--- config.mk ---
export PLATFORM = sky130hd
export DESIGN_NAME = fetch_prefetch_unit
export DESIGN_NICKNAME = d
export VERILOG_FILES = /design/src/rtl/fetch_prefetch_unit.sv
export SDC_FILE = /design/constraint.sdc
export NUM_CORES = 1
export LEC_CHECK = 0
export ABC_CLOCK_PERIOD_IN_PS = 5100
export CORE_MARGIN = 4
export CORE_UTILIZATION = 45
export DETAILED_ROUTE_END_ITERATION = 7
export MAX_ROUTING_LAYER = met4
export PLACE_DENSITY = 0.67
export SYNTH_ARGS = -nofsm -noshare
export SYNTH_HDL_FRONTEND = slang
export SYNTH_SLANG_ARGS = --single-unit
--- constraint.sdc ---
create_clock -name clock -period 5.1 [get_ports clock]
set_clock_uncertainty 0.2 [all_clocks]
set_input_delay 1.02 -clock clock [delete_from_list [all_inputs] [get_ports clock]]
set_output_delay 1.02 -clock clock [all_outputs]
set_load 0.01 [all_outputs]
--- src/rtl/fetch_prefetch_unit.sv ---
// Fetch stage: issues sequential word fetches to a variable-latency instruction memory,
// buffers PC-tagged responses in an in-order queue and flushes on execute redirects.
module fetch_prefetch_unit #(
  parameter logic [31:0] RESET_PC        = 32'h0000_0000,
  parameter int          QUEUE_DEPTH     = 4,
  parameter int          MAX_OUTSTANDING = 4
) (
  input  logic        clock,
  input  logic        reset,
  input  logic        redirect_valid,
  input  logic [31:0] redirect_pc,
  output logic        imem_req_valid,
  input  logic        imem_req_ready,
  output logic [31:0] imem_req_addr,
  input  logic        imem_rsp_valid,
  input  logic [31:0] imem_rsp_data,
  output logic        f_valid,
  input  logic        f_ready,
  output logic [31:0] f_pc,
  output logic [31:0] f_instruction,
  output logic        misaligned_redirect
);

  localparam int PTR_W = (QUEUE_DEPTH > 1) ? $clog2(QUEUE_DEPTH) : 1;
  localparam int CNT_W = $clog2(QUEUE_DEPTH + 1);
  localparam int OUT_W = $clog2(MAX_OUTSTANDING + 1);

  logic [31:0]      fetch_pc;
  logic [31:0]      rsp_pc;
  logic [PTR_W-1:0] rd_ptr;
  logic [PTR_W-1:0] wr_ptr;
  logic [CNT_W-1:0] count;
  logic [OUT_W-1:0] outstanding;
  logic [OUT_W-1:0] drop_cnt;
  logic             misaligned_q;

  logic [31:0] q_pc    [QUEUE_DEPTH];
  logic [31:0] q_instr [QUEUE_DEPTH];

  logic [31:0] committed_slots;
  logic        req_fire;
  logic        rsp_fire;
  logic        rsp_drop;
  logic        push;
  logic        pop;

  // Handshakes: a transfer happens on a clock edge where valid && ready are both high;
  // a request holds valid and address stable until accepted (unless redirect/reset intervenes).
  // Queue slots already claimed: stored entries plus responses that will be kept.
  always_comb begin
    committed_slots = 32'(count) + 32'(outstanding) - 32'(drop_cnt);
  end

  assign imem_req_valid = !reset && !redirect_valid
                        && (32'(outstanding) < 32'(MAX_OUTSTANDING))
                        && (committed_slots < 32'(QUEUE_DEPTH));
  assign imem_req_addr  = fetch_pc;

  assign req_fire = imem_req_valid && imem_req_ready;
  assign rsp_fire = imem_rsp_valid && (outstanding != '0);
  assign rsp_drop = (drop_cnt != '0);
  assign push     = !reset && !redirect_valid && rsp_fire && !rsp_drop;

  assign f_valid             = (count != '0) && !redirect_valid;
  assign f_pc                = q_pc[rd_ptr];
  assign f_instruction       = q_instr[rd_ptr];
  assign pop                 = f_valid && f_ready;
  assign misaligned_redirect = misaligned_q;

  always_ff @(posedge clock) begin
    if (reset) begin
      fetch_pc     <= RESET_PC;
      rsp_pc       <= RESET_PC;
      rd_ptr       <= '0;
      wr_ptr       <= '0;
      count        <= '0;
      outstanding  <= '0;
      drop_cnt     <= '0;
      misaligned_q <= 1'b0;
    end else if (redirect_valid) begin
      // Every request still in flight (minus one answered now) returns stale data.
      fetch_pc    <= {redirect_pc[31:2], 2'b00};
      rsp_pc      <= {redirect_pc[31:2], 2'b00};
      rd_ptr      <= '0;
      wr_ptr      <= '0;
      count       <= '0;
      outstanding <= outstanding - OUT_W'(rsp_fire);
      drop_cnt    <= outstanding - OUT_W'(rsp_fire);
      if (redirect_pc[1:0] != 2'b00) misaligned_q <= 1'b1;
    end else begin
      if (req_fire) fetch_pc <= fetch_pc + 32'd4;
      outstanding <= outstanding + OUT_W'(req_fire) - OUT_W'(rsp_fire);
      if (rsp_fire && rsp_drop) drop_cnt <= drop_cnt - OUT_W'(1);
      if (push) begin
        wr_ptr <= wr_ptr + PTR_W'(1);
        rsp_pc <= rsp_pc + 32'd4;
      end
      if (pop) rd_ptr <= rd_ptr + PTR_W'(1);
      count <= count + CNT_W'(push) - CNT_W'(pop);
    end
  end

  always_ff @(posedge clock) begin
    if (push) begin
      q_pc[wr_ptr]    <= rsp_pc;
      q_instr[wr_ptr] <= imem_rsp_data;
    end
  end

endmodule

Yosys cells after proc, flatten, opt, wreduce, memory -nomap -nowiden
Memory sizes are Yosys's and may differ from the RTL's. A register that Yosys moved wholly into a read port is not among the register bits. Index checks and enable logic that the tools add are counted.

Multiplexer cells: 13. Add/sub/neg operators: 12. Magnitude comparators: 2. Reductions and logical operators: 22.

Operators with widths (number): 32-bit two-way mux (4); 32-bit by 3-bit adder with 32-bit output (second input constant) (2); 32-bit by 3-bit < comparator with 1-bit output (second input constant) (1); 1-bit logical AND (10); 3-bit two-way mux (3); 3-bit nonzero test (3); 3-bit by 1-bit subtractor with 3-bit output (3); 2-bit two-way mux (4); 2-bit nonzero test (4); 3-bit by 1-bit adder with 3-bit output (2); 4-bit by 3-bit subtractor with 5-bit output (1); 2-bit by 1-bit adder with 2-bit output (second input constant) (2); 3-bit by 3-bit adder with 4-bit output (1); 1-bit zero test (3); 3-bit < comparator (second input constant) (1); 3-bit by 1-bit subtractor with 3-bit output (second input constant) (1); 1-bit two-way mux (2); 2-bit AND reduction (1); 2-bit OR reduction (1).

Flip-flop bits (word level): 78. Input bits: 70. Memory bits (writable): 256. Logic and storage cells: 61. Memories: 2.

Memory list: q_instr (depth 4, width 32, read ports 1, clocked after Yosys merged registers in 1, write ports 1, RTL line 38) `logic [31:0] q_instr [QUEUE_DEPTH];`; q_pc (depth 4, width 32, read ports 1, clocked after Yosys merged registers in 1, write ports 1, RTL line 37) `logic [31:0] q_pc [QUEUE_DEPTH];`.

Depth between registers and ports, before layout
Depth after elaboration: 8. Depth in mapped cells: 18. Depth with buffers taken out: 16.

Worst setup path after synthesis
OpenSTA, ideal clock, no wires.

Path kind: input -> register. Start: input imem_rsp_valid. End: memory q_instr[0][0], enable pin. Data arrival time: 3.391 ns. Stages: 5. Required time: 4.473 ns. Path slack: 1.082 ns. Buffers on the path: 2. Setup time: 0.427 ns. Path through: and3b_1 and2_1 clkbuf_1 clkbuf_1 and3_1.

Word-level cells in the longest chain between the ends: 5.

RTL lines: from (decl) (RTL line 15) `input logic imem_rsp_valid,`; 1-bit logical AND (RTL line 60) `assign rsp_fire = imem_rsp_valid && (outstanding != '0);`; 1-bit logical AND (2 in a row) (RTL line 62) `assign push = !reset && !redirect_valid && rsp_fire && !rsp_drop;`; 1-bit two-way mux (RTL line 104) `if (push) begin`; 1-bit two-way mux (not written as such) (RTL line 106) `q_instr[wr_ptr] <= imem_rsp_data;`; to (decl) (RTL line 38).

Every way passes these cells.

Final worst setup path
Start: register count[1]. End: output imem_req_valid.

Word-level cells in the longest chain between the ends: 4.

RTL lines: from (decl) (RTL line 32) `logic [CNT_W-1:0] count;`; from (signal assigned) (RTL line 99) `count <= count + CNT_W'(push) - CNT_W'(pop);`; 3-bit by 3-bit adder with 4-bit output (RTL line 51) `committed_slots = 32'(count) + 32'(outstanding) - 32'(drop_cnt);`; 4-bit by 3-bit subtractor with 5-bit output (RTL line 51); 32-bit by 3-bit < comparator with 1-bit output (RTL line 56) `&& (committed_slots < 32'(QUEUE_DEPTH));`; 1-bit logical AND (RTL line 56); to (decl) (RTL line 12) `output logic imem_req_valid,`.

Every way passes these cells.

==> impl_metrics.prom <==
# TYPE chip_impl_metric gauge
chip_impl_metric{name="p_leak",unit="nW"} 5.38
chip_impl_metric{name="finalPower",unit="mW"} 6.15
chip_impl_info{name="tritoncts",value="done"} 1
chip_impl_metric{name="worst_skew_pair.late_latency",unit="ps"} 510
chip_impl_metric{name="grt_antenna_before_repair",unit=""} 0
chip_impl_metric{name="regArea",unit="mm²"} 0.00897
chip_impl_info{name="most_instantiated_flip_flop_cell_in_the_synthesis_netlist",value="edfxtp_1"} 1
chip_impl_info{name="layout.cells.most_common",value="edfxtp_1"} 1
chip_impl_info{name="critical_path.top_delay_family",value="adder cells"} 1
chip_impl_metric{name="critical_path_required",unit="ps"} 3880
chip_impl_metric{name="post_cts_buffers",unit=""} 0
chip_impl_metric{name="detail_route.vias_per_cell",unit=""} 5.47
chip_impl_metric{name="die-area",unit="mm²"} 0.0325
chip_impl_info{name="critical_path.startpoint_type",value="register"} 1
chip_impl_info{name="run_status",value="completed"} 1
chip_impl_metric{name="num-fill-cells",unit=""} 2314
chip_impl_metric{name="synth-warning-count",unit=""} 0
chip_impl_metric{name="max_freq",unit="MHz"} 238
chip_impl_metric{name="mappedNetlistArea",unit="mm²"} 0.0134
chip_impl_metric{name="power_density",unit="mW/mm²"} 372
chip_impl_metric{name="syn_inst",unit=""} 876
chip_impl_metric{name="power.net_switching",unit="mW"} 1.44
chip_impl_metric{name="worst-path-buf-inv",unit=""} 3
chip_impl_metric{name="numPlacedInstances",unit=""} 1396
chip_impl_info{name="hp-class",value="register to register"} 1
chip_impl_metric{name="timing.final.setup_violations",unit=""} 0
chip_impl_metric{name="combPwrFrac",unit="%"} 12.2
chip_impl_metric{name="areaGrowthSynthToFinish",unit="%"} 23.6
chip_impl_metric{name="dpl-instance-area",unit="mm²"} 0.0155
chip_impl_metric{name="final_cell_area",unit="mm²"} 0.0165
chip_impl_metric{name="core",unit="mm²"} 0.0290
chip_impl_metric{name="diodes",unit=""} 0
chip_impl_metric{name="hold-worst-slack",unit="ps"} 247
chip_impl_info{name="path_common_cell",value="inv_1"} 1
chip_impl_metric{name="final_antenna_net_count",unit=""} 0
chip_impl_metric{name="power_report.internal_total",unit="mW"} 4.71
chip_impl_metric{name="net_count_reported_at_finish",unit=""} 1139
chip_impl_metric{name="final_core_utilization",unit="%"} 56.9
chip_impl_metric{name="critical-path-max-stage-delay",unit="ps"} 530
chip_impl_metric{name="globalRouteMet3Util",unit="%"} 3.01
chip_impl_metric{name="worstPathArrival",unit="ps"} 2980
chip_impl_metric{name="grt_start_max_net_pins",unit=""} 63
chip_impl_metric{name="final_instance_count_excl_fillers",unit=""} 1453
chip_impl_metric{name="finalCritPeriodShare",unit="%"} 82.4
chip_impl_metric{name="final-max-slew-violation-count",unit=""} 0
chip_impl_info{name="cp_slowest_cell",value="fa_1"} 1
chip_impl_metric{name="gp_congestion",unit=""} 0.864
chip_impl_info{name="cts_root_buf",value="clkbuf_16"} 1
chip_impl_metric{name="cts.htree.levels",unit=""} 2
chip_impl_metric{name="finalHoldViolations",unit=""} 0
chip_impl_metric{name="use_met2",unit="%"} 25.9
chip_impl_metric{name="drcViolationCount",unit=""} 0
chip_impl_info{name="critical_path_cell_list",value="inv_1 > fa_1 > inv_1 > ha_1 > and3b_1 > nor3_1 > o21a_1 > clkdlybuf4s50_1"} 1
chip_impl_metric{name="top_level_ports",unit=""} 169
chip_impl_metric{name="finalCriticalPeriod",unit="ps"} 4200
chip_impl_metric{name="detailedPlacementHpwl",unit="mm"} 18.8
chip_impl_metric{name="io_buffers",unit=""} 164
chip_impl_metric{name="tritoncts_num_sinks",unit=""} 324
chip_impl_metric{name="synth_async_sr_flop_share",unit="%"} 0
chip_impl_metric{name="globalRoute.totalOverflow",unit=""} 0
chip_impl_metric{name="post_synth_edffs",unit=""} 248
chip_impl_metric{name="globalRouteTotalUtil",unit="%"} 17.6
chip_impl_metric{name="timing.max_slew.rel_slack",unit="%"} 39.6
chip_impl_metric{name="totalWireLength",unit="mm"} 28.6
chip_impl_info{name="min_from",value="misaligned_redirect"} 1
chip_impl_metric{name="cts.clk_slew.worst_paths",unit="ps"} 60
chip_impl_metric{name="setup_total_negative_slack",unit="ps"} 0
chip_impl_metric{name="dieWidth",unit="µm"} 180
chip_impl_metric{name="worst_slew_pin_slew",unit="ps"} 898
chip_impl_info{name="netlist.top_cell.by_area",value="edfxtp_1"} 1
chip_impl_metric{name="syn_avg_cell_area",unit="µm²"} 15.3
chip_impl_metric{name="vdd.ir_drop.worst",unit="V"} 0.000193
chip_impl_info{name="crit-reg2reg-launch",value="count[1]"} 1
chip_impl_info{name="synthTopCellsByArea",value="edfxtp_1, dfxtp_1, mux4_2"} 1
chip_impl_info{name="worst_setup_path_startpoint",value="count[1]"} 1
chip_impl_metric{name="power.switching_fraction",unit="%"} 23.4
chip_impl_metric{name="ctsLongestPathBuffers",unit=""} 3
chip_impl_metric{name="grt_pass1_wl",unit="mm"} 44.7
chip_impl_metric{name="max-cap-violations",unit=""} 0
chip_impl_metric{name="synth_largest_type_area_fraction",unit="%"} 55.7
chip_impl_metric{name="fp-row-count",unit=""} 62
chip_impl_info{name="critical_path_class",value="register to output pin"} 1
chip_impl_metric{name="initial_core_utilization",unit="%"} 46.1
chip_impl_metric{name="via_count",unit=""} 7953
chip_impl_metric{name="dr.pass1.iters",unit=""} 5
chip_impl_metric{name="yosys_register_bits",unit=""} 324
chip_impl_metric{name="synth-seq-area-share",unit="%"} 67.1
chip_impl_metric{name="seqPwrFrac",unit="%"} 49.4
chip_impl_metric{name="layout-drive-gt1-share",unit="%"} 12.9
chip_impl_metric{name="dpl_worst_slack",unit="ps"} 542
chip_impl_metric{name="post-route-worst-setup-slack",unit="ps"} 896
chip_impl_metric{name="multi_input_area",unit="mm²"} 0.00409
chip_impl_metric{name="timing.critical_path.fanout_max",unit=""} 4
chip_impl_info{name="most_used_routing_layer_in_global_routing",value="met1"} 1
chip_impl_info{name="final_cell_mix",value="edfxtp_1, clkdlybuf4s50_1, dfxtp_1, nand2_1, mux4_2"} 1
chip_impl_metric{name="post_drt_wl_per_cell",unit="µm"} 19.7
chip_impl_metric{name="cts-hold-fix-buffers",unit=""} 0
chip_impl_metric{name="grt_pass1_vias",unit=""} 7869
chip_impl_metric{name="drt_iter0_drc",unit=""} 548
chip_impl_metric{name="clock_network_fraction_of_design_power",unit="%"} 38.4
chip_impl_info{name="rsz0062_at_grt",value="false"} 1
chip_impl_info{name="critPathCaptureType",value="output pin"} 1
chip_impl_metric{name="vertical_extent_of_the_die",unit="µm"} 180
chip_impl_metric{name="grtUsageMet1",unit="%"} 26.3
chip_impl_metric{name="cts.repair.resized",unit=""} 0
chip_impl_metric{name="numCtsBuffers",unit=""} 34
chip_impl_metric{name="ys_types",unit=""} 59
## cells in the mapped netlist, types with 2 or more instances
cell / number
edfxtp_1: 248
dfxtp_1: 76
nand2_1: 64
mux4_2: 62
nor2_1: 52
a31oi_1: 27
o21ai_0: 27
a21oi_1: 24
clkbuf_1: 23
inv_1: 23
xnor2_1: 21
nand4_1: 20
ha_1: 17
nand3_1: 17
nor3_1: 17
or3_1: 14
xor2_1: 14
and2_1: 9
mux2i_1: 9
and3_1: 8
buf_2: 8
nor4_1: 7
a21boi_0: 6
and4_1: 6
buf_1: 6
o211ai_1: 6
o21a_1: 6
buf_4: 4
buf_6: 4
fa_1: 4
nand2b_1: 4
a211oi_1: 3
nand3b_1: 3
o211a_1: 3
or4_1: 3
a2bb2oi_1: 2
a32oi_1: 2
a41oi_1: 2
and3b_1: 2
nor4_2: 2
o311ai_0: 2
or3b_1: 2
## worst reg2reg max path: stages (launching register included)
cell and delay, ps:
dfxtp_1 420, inv_1 90, fa_1 530, inv_1 40, ha_1 270, and3b_1 190
nor3_1 260, o211a_4 310, inv_2 250, ha_1 370, inv_1 40, ha_1 190
fa_1 380, xor2_1 150, o21ai_0 190, xnor2_1 140, nor2_1 50
## power by group through the flow
stage | registers, mW | clock network, mW | logic [mW]
final | 3.04 | 2.36 | 0.752
after global routing | 3.05 | 2.53 | 0.843
after CTS | 3.03 | 2.40 | 0.763
after detailed placement | 3.09 | 0 | 0.758
after global placement | 3.09 | 0 | 0.748
after floorplan | 3.07 | 0 | 0.467
## layout make-up
type                    count  share of cell area, %
clock buffers              40                   5.42
clock inverters            17                  0.970
inverters                  25                  0.568
multi-input cells         485                   24.8
flip-flops and latches    324                   54.3
well taps                 384                   2.91
repair buffers            178                   11.0
## metal layers
metal / share of wire, % / wire, µm
met2: 45 / 12800
met3: 6.6 / 1870
met1: 47 / 13500
met4: 1.5 / 430
met5: 0 / 0
## path summary, 6_finish.rpt
kind,to,slack [ps],cells past startpoint
max,imem_req_valid,900,8
min,misaligned_redirect,250,2
max reg2reg,outstanding[2],930,16
min reg2reg,misaligned_redirect,250,2
## state kept, by name (all words and copies together) (netlist names), named ones only
name,flops
q_instr,128
q_pc,120
imem_req_addr,30
rsp_pc,30
count,3
drop_cnt,3
outstanding,3
rd_ptr,2
wr_ptr,2
misaligned_redirect,1
## cells by family (layout without fill, tap and decap cells)
logic type | Yosys count | count (layout) | share of synthesized area (%)
AOI/OAI and AO/OA | 115 | 115 | 5.48
xor gates and xnor gates | 35 | 35 | 2.29
adders and majority gates | 21 | 21 | 2.19
buffers and inverters | 70 | 260 | 2.38
DFF | 324 | 324 | 67.1
muxes | 72 | 72 | 11.2
other | 1 | 4 | 0.0281
and+or+nand+nor | 238 | 238 | 9.32
No activity file was read; power rests on OpenSTA's default activity.
